===== config.mk =====
export PLATFORM = sky130hd
export DESIGN_NAME = uart_cmd_parser
export DESIGN_NICKNAME = d
export VERILOG_FILES = /design/src/rtl/uart_cmd_parser.sv
export SDC_FILE = /design/constraint.sdc
export NUM_CORES = 1
export LEC_CHECK = 0
export CAP_MARGIN = 20
export CORE_AREA = 2 2 89 91
export DETAILED_ROUTE_END_ITERATION = 8
export DIE_AREA = 0 0 91 93
export PLACE_DENSITY_LB_ADDON = 0.25
export SLEW_MARGIN = 20
export SYNTH_ARGS = -nofsm -noshare
export SYNTH_HDL_FRONTEND = slang
export SYNTH_SLANG_ARGS = --single-unit

===== constraint.sdc =====
create_clock -name clk -period 3.4 [get_ports clk]
set_clock_uncertainty 0.15 [all_clocks]
set_input_delay 0.51 -clock clk [delete_from_list [all_inputs] [get_ports clk]]
set_output_delay 0.51 -clock clk [all_outputs]
set_load 0.05 [all_outputs]

===== src/rtl/uart_cmd_parser.sv =====
// rtl/uart_cmd_parser.sv - ASCII W/R command parser bridging UART FIFOs to a register bus
module uart_cmd_parser #(
  parameter logic [7:0] ACK_CHAR     = 8'h4B,
  parameter logic [7:0] ERR_CHAR     = 8'h3F,
  parameter int         ERR_CNT_BITS = 8
) (
  input  logic                    clk,
  input  logic                    reset,
  input  logic                    rx_empty,
  input  logic [7:0]              r_data,
  output logic                    rd_uart,
  input  logic                    tx_empty,
  output logic                    wr_uart,
  output logic [7:0]              w_data,
  output logic [7:0]              reg_addr,
  output logic [7:0]              reg_wdata,
  output logic                    reg_we,
  output logic                    reg_re,
  input  logic [7:0]              reg_rdata,
  output logic                    busy,
  output logic [ERR_CNT_BITS-1:0] err_cnt
);

  typedef enum logic [2:0] {
    S_CMD, S_ARG, S_TERM, S_FLUSH, S_EXEC, S_RDWAIT, S_RESP
  } state_t;

  state_t      state_q, state_d;
  logic [2:0]  cnt_q;
  logic        is_write_q;
  logic [15:0] shift_q;
  logic [31:0] resp_q;
  logic [2:0]  resp_cnt_q;
  logic        wr_gap_q;

  logic take, tx_ok, is_term, is_hex_b;
  logic pop, push, start_w, start_r, shift_en, go_exec, load_ack, load_rd, load_err;

  function automatic logic hex_ok(input logic [7:0] b);
    return (b >= 8'h30 && b <= 8'h39) || (b >= 8'h41 && b <= 8'h46) ||
           (b >= 8'h61 && b <= 8'h66);
  endfunction

  function automatic logic [3:0] hex_val(input logic [7:0] b);
    return (b <= 8'h39) ? b[3:0] : b[3:0] + 4'd9;
  endfunction

  function automatic logic [7:0] hex_char(input logic [3:0] n);
    return (n < 4'd10) ? 8'h30 + {4'h0, n} : 8'h37 + {4'h0, n};
  endfunction

  // rd_uart/wr_uart are registered, so a high strobe marks a FIFO flag that is still stale
  assign take     = !rx_empty && !rd_uart;
  assign tx_ok    = tx_empty && !wr_uart && !wr_gap_q;
  assign is_term  = (r_data == 8'h0D) || (r_data == 8'h0A);
  assign is_hex_b = hex_ok(r_data);

  always_ff @(posedge clk or posedge reset) begin
    if (reset) state_q <= S_CMD;
    else       state_q <= state_d;
  end

  always_comb begin
    state_d  = state_q;
    pop      = 1'b0;
    push     = 1'b0;
    start_w  = 1'b0;
    start_r  = 1'b0;
    shift_en = 1'b0;
    go_exec  = 1'b0;
    load_ack = 1'b0;
    load_rd  = 1'b0;
    load_err = 1'b0;
    reg_we   = 1'b0;
    reg_re   = 1'b0;
    case (state_q)
      S_CMD: if (take) begin
        pop = 1'b1;
        if (r_data == 8'h57) begin
          start_w = 1'b1;
          state_d = S_ARG;
        end else if (r_data == 8'h52) begin
          start_r = 1'b1;
          state_d = S_ARG;
        end else if (!is_term) begin
          state_d = S_FLUSH;
        end
      end
      S_ARG: if (take) begin
        pop = 1'b1;
        if (is_hex_b) begin
          shift_en = 1'b1;
          if (cnt_q == 3'd1) state_d = S_TERM;
        end else if (is_term) begin
          load_err = 1'b1;
          state_d  = S_RESP;
        end else begin
          state_d = S_FLUSH;
        end
      end
      S_TERM: if (take) begin
        pop = 1'b1;
        if (is_term) begin
          go_exec = 1'b1;
          state_d = S_EXEC;
        end else begin
          state_d = S_FLUSH;
        end
      end
      S_FLUSH: if (take) begin
        pop = 1'b1;
        if (is_term) begin
          load_err = 1'b1;
          state_d  = S_RESP;
        end
      end
      S_EXEC: begin
        if (is_write_q) begin
          reg_we   = 1'b1;
          load_ack = 1'b1;
          state_d  = S_RESP;
        end else begin
          reg_re  = 1'b1;
          state_d = S_RDWAIT;
        end
      end
      S_RDWAIT: begin
        load_rd = 1'b1;
        state_d = S_RESP;
      end
      S_RESP: begin
        if (resp_cnt_q == 3'd0) begin
          state_d = S_CMD;
        end else if (tx_ok) begin
          push = 1'b1;
          if (resp_cnt_q == 3'd1) state_d = S_CMD;
        end
      end
      default: state_d = S_CMD;
    endcase
  end

  always_ff @(posedge clk or posedge reset) begin
    if (reset) begin
      cnt_q      <= 3'd0;
      is_write_q <= 1'b0;
      shift_q    <= 16'h0000;
      resp_q     <= 32'h0;
      resp_cnt_q <= 3'd0;
      wr_gap_q   <= 1'b0;
      rd_uart    <= 1'b0;
      wr_uart    <= 1'b0;
      w_data     <= 8'h00;
      reg_addr   <= 8'h00;
      reg_wdata  <= 8'h00;
      busy       <= 1'b0;
      err_cnt    <= '0;
    end else begin
      rd_uart  <= pop;
      wr_uart  <= push;
      wr_gap_q <= wr_uart;
      busy     <= (state_d != S_CMD) || push;
      if (start_w) begin
        is_write_q <= 1'b1;
        cnt_q      <= 3'd4;
      end else if (start_r) begin
        is_write_q <= 1'b0;
        cnt_q      <= 3'd2;
      end else if (shift_en) begin
        shift_q <= {shift_q[11:0], hex_val(r_data)};
        cnt_q   <= cnt_q - 3'd1;
      end
      // Reads shift only two nibbles, so the address always lands in the low byte
      if (go_exec) begin
        reg_addr <= is_write_q ? shift_q[15:8] : shift_q[7:0];
        if (is_write_q) reg_wdata <= shift_q[7:0];
      end
      if (load_ack) begin
        resp_q     <= {ACK_CHAR, 8'h0D, 8'h0A, 8'h00};
        resp_cnt_q <= 3'd3;
      end else if (load_rd) begin
        resp_q     <= {hex_char(reg_rdata[7:4]), hex_char(reg_rdata[3:0]), 8'h0D, 8'h0A};
        resp_cnt_q <= 3'd4;
      end else if (load_err) begin
        resp_q     <= {ERR_CHAR, 8'h0D, 8'h0A, 8'h00};
        resp_cnt_q <= 3'd3;
      end else if (push) begin
        w_data     <= resp_q[31:24];
        resp_q     <= {resp_q[23:0], 8'h00};
        resp_cnt_q <= resp_cnt_q - 3'd1;
      end
      if (load_err && (err_cnt != '1)) err_cnt <= err_cnt + 1'b1;
    end
  end

endmodule


Word level (Yosys, flattened, before mapping)
Index checks and enable logic that the tools add are counted.
Storage, ports and cells
  register bits: 94
  bits in latches: 0
  memory bits (writable): 0
  memory bits (read-only): 0
  bits of input ports: 20
  output and inout bits: 37
  word-level logic and storage cells: 133
  memories: 0
Operators by class
  add/subtract/negate cells: 8
  multiply operators: 0
  divide/modulo/power cells: 0
  magnitude comparators: 8
  eq/ne operators: 13
  shift operators: 0
  muxes and demuxes: 60
  bitwise operators: 5
  reductions and logical operators: 25
Operators with widths (count)
  $mux W32: 4
  $mux W3: 22
  $add A6 B4 Y7 const A: 4
  $mux W1: 27
  $pmux W3 S7: 1
  $eq A8 B4 Y1 const B: 2
  $eq A8 B7 Y1 const B: 2
  $ge A8 B7 Y1 const B: 2
  $le A8 B7 Y1 const B: 2
  $mux W7: 2
  $eq A3 B1 Y1 const B: 3
  $eq A3 B3 Y1 const B: 3
  $add A8 B1 Y8 const B: 1
  $ge A8 B6 Y1 const B: 1
  $le A8 B6 Y1 const B: 1
  $lt A4 B4 Y1 const B: 2
  $mux W8: 1
  $ne A8 B8 Y1 const B: 1
  $logic_and A1 B1 Y1: 7
  $eq A3 B2 Y1 const B: 2
  $logic_not A3 Y1: 2
  $reduce_bool A3 Y1: 2
  $sub A3 B1 Y3 const B: 2
  $not A1 Y1: 5
  12 further kinds: 18

Longest topological paths before layout
  depth in word-level cells: 10
  mapped depth: 9
  gate-level depth less buffers: 8

Worst setup path after synthesis
OpenSTA, ideal clock, no wires.
  kind: flip-flop to flip-flop
  from: register state_q[0]
  to: register resp_q[21]
  setup time: 121 ps
  arrival time: 2568 ps
  data required time: 3129 ps
  setup slack: 561 ps
  cell stages (with the launch flop): 7
  path buffers: 2
  clock period less this slack: 2839 ps
  cells stage by stage: dfrtp_1 > clkbuf_1 > nand2b_1 > nor3_1 > nor4_1 > buf_2 > a22o_1
Between the ends
  elaborated cells between the ends (all ways): 13
  those cells by class: eq/ne (5); mux (7); reduce/logical (1)
RTL lines
  from (decl): line 28  | state_t state_q, state_d;
  from (signal assigned): line 60  | else state_q <= state_d;
  $eq A3 B3 Y1 *
  $mux W1 *
  named net reg_we: line 17  | output logic reg_we,
  $reduce_bool A4 Y1 (no line) or $mux W32 (tied branches)
  to (signal assigned): line 179  | resp_q <= {ACK_CHAR, 8'h0D, 8'h0A, 8'h00};
  to (signal assigned): line 182  | resp_q <= {hex_char(reg_rdata[7:4]), hex_char(reg_rdata[3:0]), 8'h0D, 8'h0A};
  to (signal assigned): line 185  | resp_q <= {ERR_CHAR, 8'h0D, 8'h0A, 8'h00};
  to (decl): line 32  | logic [31:0] resp_q;
The timed path passes the listed nets; every way through them passes the cells marked *.
A chain may end at the register's enable or synchronous reset.

Worst setup path after layout
  from: register is_write_q
  to: output port reg_we
Between the ends
  word-level cells in the longest chain between the ends: 2
Ends and longest elaborated chain
  from (decl): line 30  | logic is_write_q;
  from (signal assigned): line 146  | is_write_q <= 1'b0;
  from (signal assigned): line 164  | is_write_q <= 1'b1;
  from (signal assigned): line 167  | is_write_q <= 1'b0;
  $mux W1: line 118  | if (is_write_q) begin
  $mux W1: line 76  | case (state_q)
  to (decl): line 17
No other way between the ends.

==> impl.org <==
** Setup path
- Type of element capturing the critical path :: primary output
- The slowest stage of the critical path is the clkdlybuf4s50_1 cell.
- Along the worst path, the maximum fanout reaches 13.
- Series of cell instances along the critical path :: inv_1, nor3_1, buf_4, clkdlybuf4s50_1
- In this design, the stage delay of the slowest critical-path cell is 800 ps.
- The critical path is of the flip-flop to primary output type.
- Across all register-to-register paths, the minimum setup slack is 930 ps.
- Arrival time at the worst endpoint :: 2380 ps
- Type of element launching the critical path :: flip-flop
- Data required time of the critical path :: 2740 ps

** Floorplanning
- Height of the die :: 93 µm
- Number of placement rows :: 32
- Core area :: 7530 µm²
- Die outline area :: 8460 µm²
- The floorplan step set the die width to 91 µm.
- The initial utilization of the core area, before any placement, comes to 0.520.
- For this design the top-level I/O count stands at 57.

** Route
- The routed design has 7720 µm of wire.
- Via-to-Cell Ratio :: 5.39
- Count of antenna-violating nets left after detailed routing :: 0
- Dividing the detail-routed wire length by the instance count gives 14.3 µm.
- DRC :: 0
- The first routing iteration left 175 violations.
- The routed layout has 2918 vias.
- Pre-Repair DR Iteration Count :: 4

** Hold path
- In this run the worst hold path is classified as input pin to async pin.

** Synth
- Cell type with the largest total area after synthesis :: dfrtp_1
- Yosys attributes the largest share of cell area to dfrtp_1 (50%), mux2_2 (5.8%), ha_1 (4.2%), nand2_1 (4.0%), a21oi_1 (3.3%).
- The number of different library cells used by synthesis comes to 53.
- Of all flip-flops after synthesis, the portion carrying an async set or reset was 1.00.
- The synthesized netlist occupies a cell area of 3910 µm².
- The number of nets in the synthesized netlist is 411.
- Of the post-synthesis cell area, the dominant cell type holds 0.499.
- Averaged over all synthesized cells, the footprint is 10.4 µm².
- Synthesis inferred 78 register bits.
- Yosys mapped a number of flops with a built-in enable equal to 0.
- YS warnings :: 0
- Top flip-flop cell by instance count after synthesis :: dfrtp_1
- Number of instances in the synthesized netlist :: 378
- Portion of the post-synthesis area used by sequential elements :: 0.499

** Clock network
- Post-CTS clock slew at the launch and capture registers of the worst setup and hold paths :: 70 ps
- Clock sink count :: 78
- The number of gates resized after CTS was 0.
- Worst-case clock buffer depth :: 2
- Root buffer cell :: clkbuf_8
- Buffers inserted during post-CTS setup optimization :: 0
- Count of H-tree levels built during CTS :: 3
- Clock latency on the worst-skew pair, taken at its later pin, is 330 ps.
- CTS tree :: done
- After clock tree synthesis, the flow added hold-fix buffers numbering 0.
- CTS Buf Count :: 9

** Timing
- Final cycle utilization of the critical path :: 0.893
- For the pin with the worst max-slew slack, the measured transition is 932 ps.
- In the final timing run, aggregate negative setup slack is 0 ps.
- Rel. slew slack :: 0.378
- The final hold violation count was 0.
- Setup violations remaining at the end of the flow were counted as 0.
- Highest clock frequency the design can meet :: 329 MHz
- Unrepaired setup endpoints after global routing :: false
- Final Slew Violations :: 0
- Final Critical Period :: 3040 ps

** Run
- MaxCap Viol Count :: 0

** Power
- Maximum vdd ir drop :: 0.272 mV
- Summed over all cells, the static leakage comes to 2.26 nW.
- Power spread over the standard cell area amounts to 454 nW/µm².

** Layout
- Of the cells placed in the final design, the portion with a size suffix greater than 1 is 0.114.
- The repair_antennas step left the layout with diodes totalling 0.
- Post-Layout Cell Count :: 541
- Final net count :: 467
- Area Overhead vs Synth :: 22.3%
- Most common cell after layout, fill and taps aside :: dfrtp_1
- Top library cells by usage in the layout, fill and taps aside :: dfrtp_1 (78), clkdlybuf4s50_1 (55), nand2_1 (42)
- For this run, the share of the core covered by cells in the final layout is 0.636.

** Global routing
- Initial antenna violation count :: 0
- Global router's overall resource usage :: 0.196
- Pin count of the biggest net entering global routing :: 78
- Vias in the first global route :: 2981
- The first global-routing pass estimated 13500 µm of wire.
- Remaining Overflow, GRT :: 0

** Placement
- Placed cell count :: 525
- Port Buffers :: 55
- Global placer's final weighted congestion :: 0.870
- Once detailed placement completed, the half-perimeter wirelength came to 5490 µm.

** Run status
- The run finished with clean final reports.
critical path, delay by kind of cell, from the launching register on:
| kind | cells | cell delay, ps |
|---|---|---|
| simple gates | 1 | 200 |
| flops | 1 | 750 |
| buf+inv | 3 | 1090 |
registers in the layout, indices dropped and copies added (netlist names), 3 cells and up:
register,flops
resp_q,17
shift_q,16
err_cnt,8
reg_addr,8
reg_wdata,8
w_data,7
cnt_q,3
resp_cnt_q,3
state_q,3
through the flow:
stage                     hold WS (ps)  cell area, µm²  total power [mW]  setup WS [ps]
after CTS                          167            4780              2.19            330
after global placement             241            4550              1.39            126
after floorplan                    277            3910              1.30            561
after global routing               178            4780              2.29            177
after detailed placement           253            4550              1.40           21.5
final                              176            4780              2.17            363
cells by family after synthesis:
group | count (synthesis) | share of synthesized area
and+or+nand+nor | 119 | 0.164
xor gates and xnor gates | 13 | 0.0291
DFF | 78 | 0.499
AOI/OAI and AO/OA | 78 | 0.119
buffers and inverters | 40 | 0.0460
other | 1 | 0.000958
adders and majority gates | 13 | 0.0416
muxes | 36 | 0.100
cell type report:
type | instances | area, µm²
fill | 645 | 2740
sequential | 78 | 1950
multi-input combinational | 260 | 1780
timing repair buffer | 62 | 603
clock buffer | 13 | 169
tap | 102 | 128
inverter | 23 | 86.3
clock inverter | 3 | 65.1
cells in the mapped netlist (all sizes together) (2+ instances only):
cell / instances
nor3b: 3
and3: 6
a31oi: 2
o21bai: 2
a2bb2oi: 2
dfrtp: 78
a211oi: 7
nand4: 7
inv: 23
ha: 13
a21oi: 26
nor2: 17
and2: 4
buf: 9
mux2: 26
a22o: 2
nor2b: 4
nor4: 4
o22ai: 4
nor3: 10
clkbuf: 8
xnor2: 12
or4b: 2
nand2: 42
mux2i: 10
nand3: 6
nand2b: 7
o21ai: 25
routing by layer:
metal	share of wire	global-route usage	vias to the layer above
met4	0.016	0.0821	0
met5	0	0	-
met1	0.45	0.243	1414
met2	0.51	0.343	58
met3	0.025	0.0306	13
li1	-	-	1433
where the power goes:
part,switching (mW),internal [mW],leakage [nW],total [mW]
clock network,0.315,0.473,0.120,0.789
registers,0.0819,1.02,1.02,1.10
logic,0.157,0.130,1.12,0.287
total,0.554,1.62,2.26,2.17
final timing paths:
kind,from,to,cells after the start
max,is_write_q,reg_we,4
min,reset,reg_wdata[1],2
max reg2reg,state_q[1],shift_q[6],4
min reg2reg,wr_uart,wr_gap_q,0
max in group asynchronous,reset,resp_q[19],3
min in group clk,wr_uart,wr_gap_q,0
Note: power is estimated with default switching activity, not from simulation.
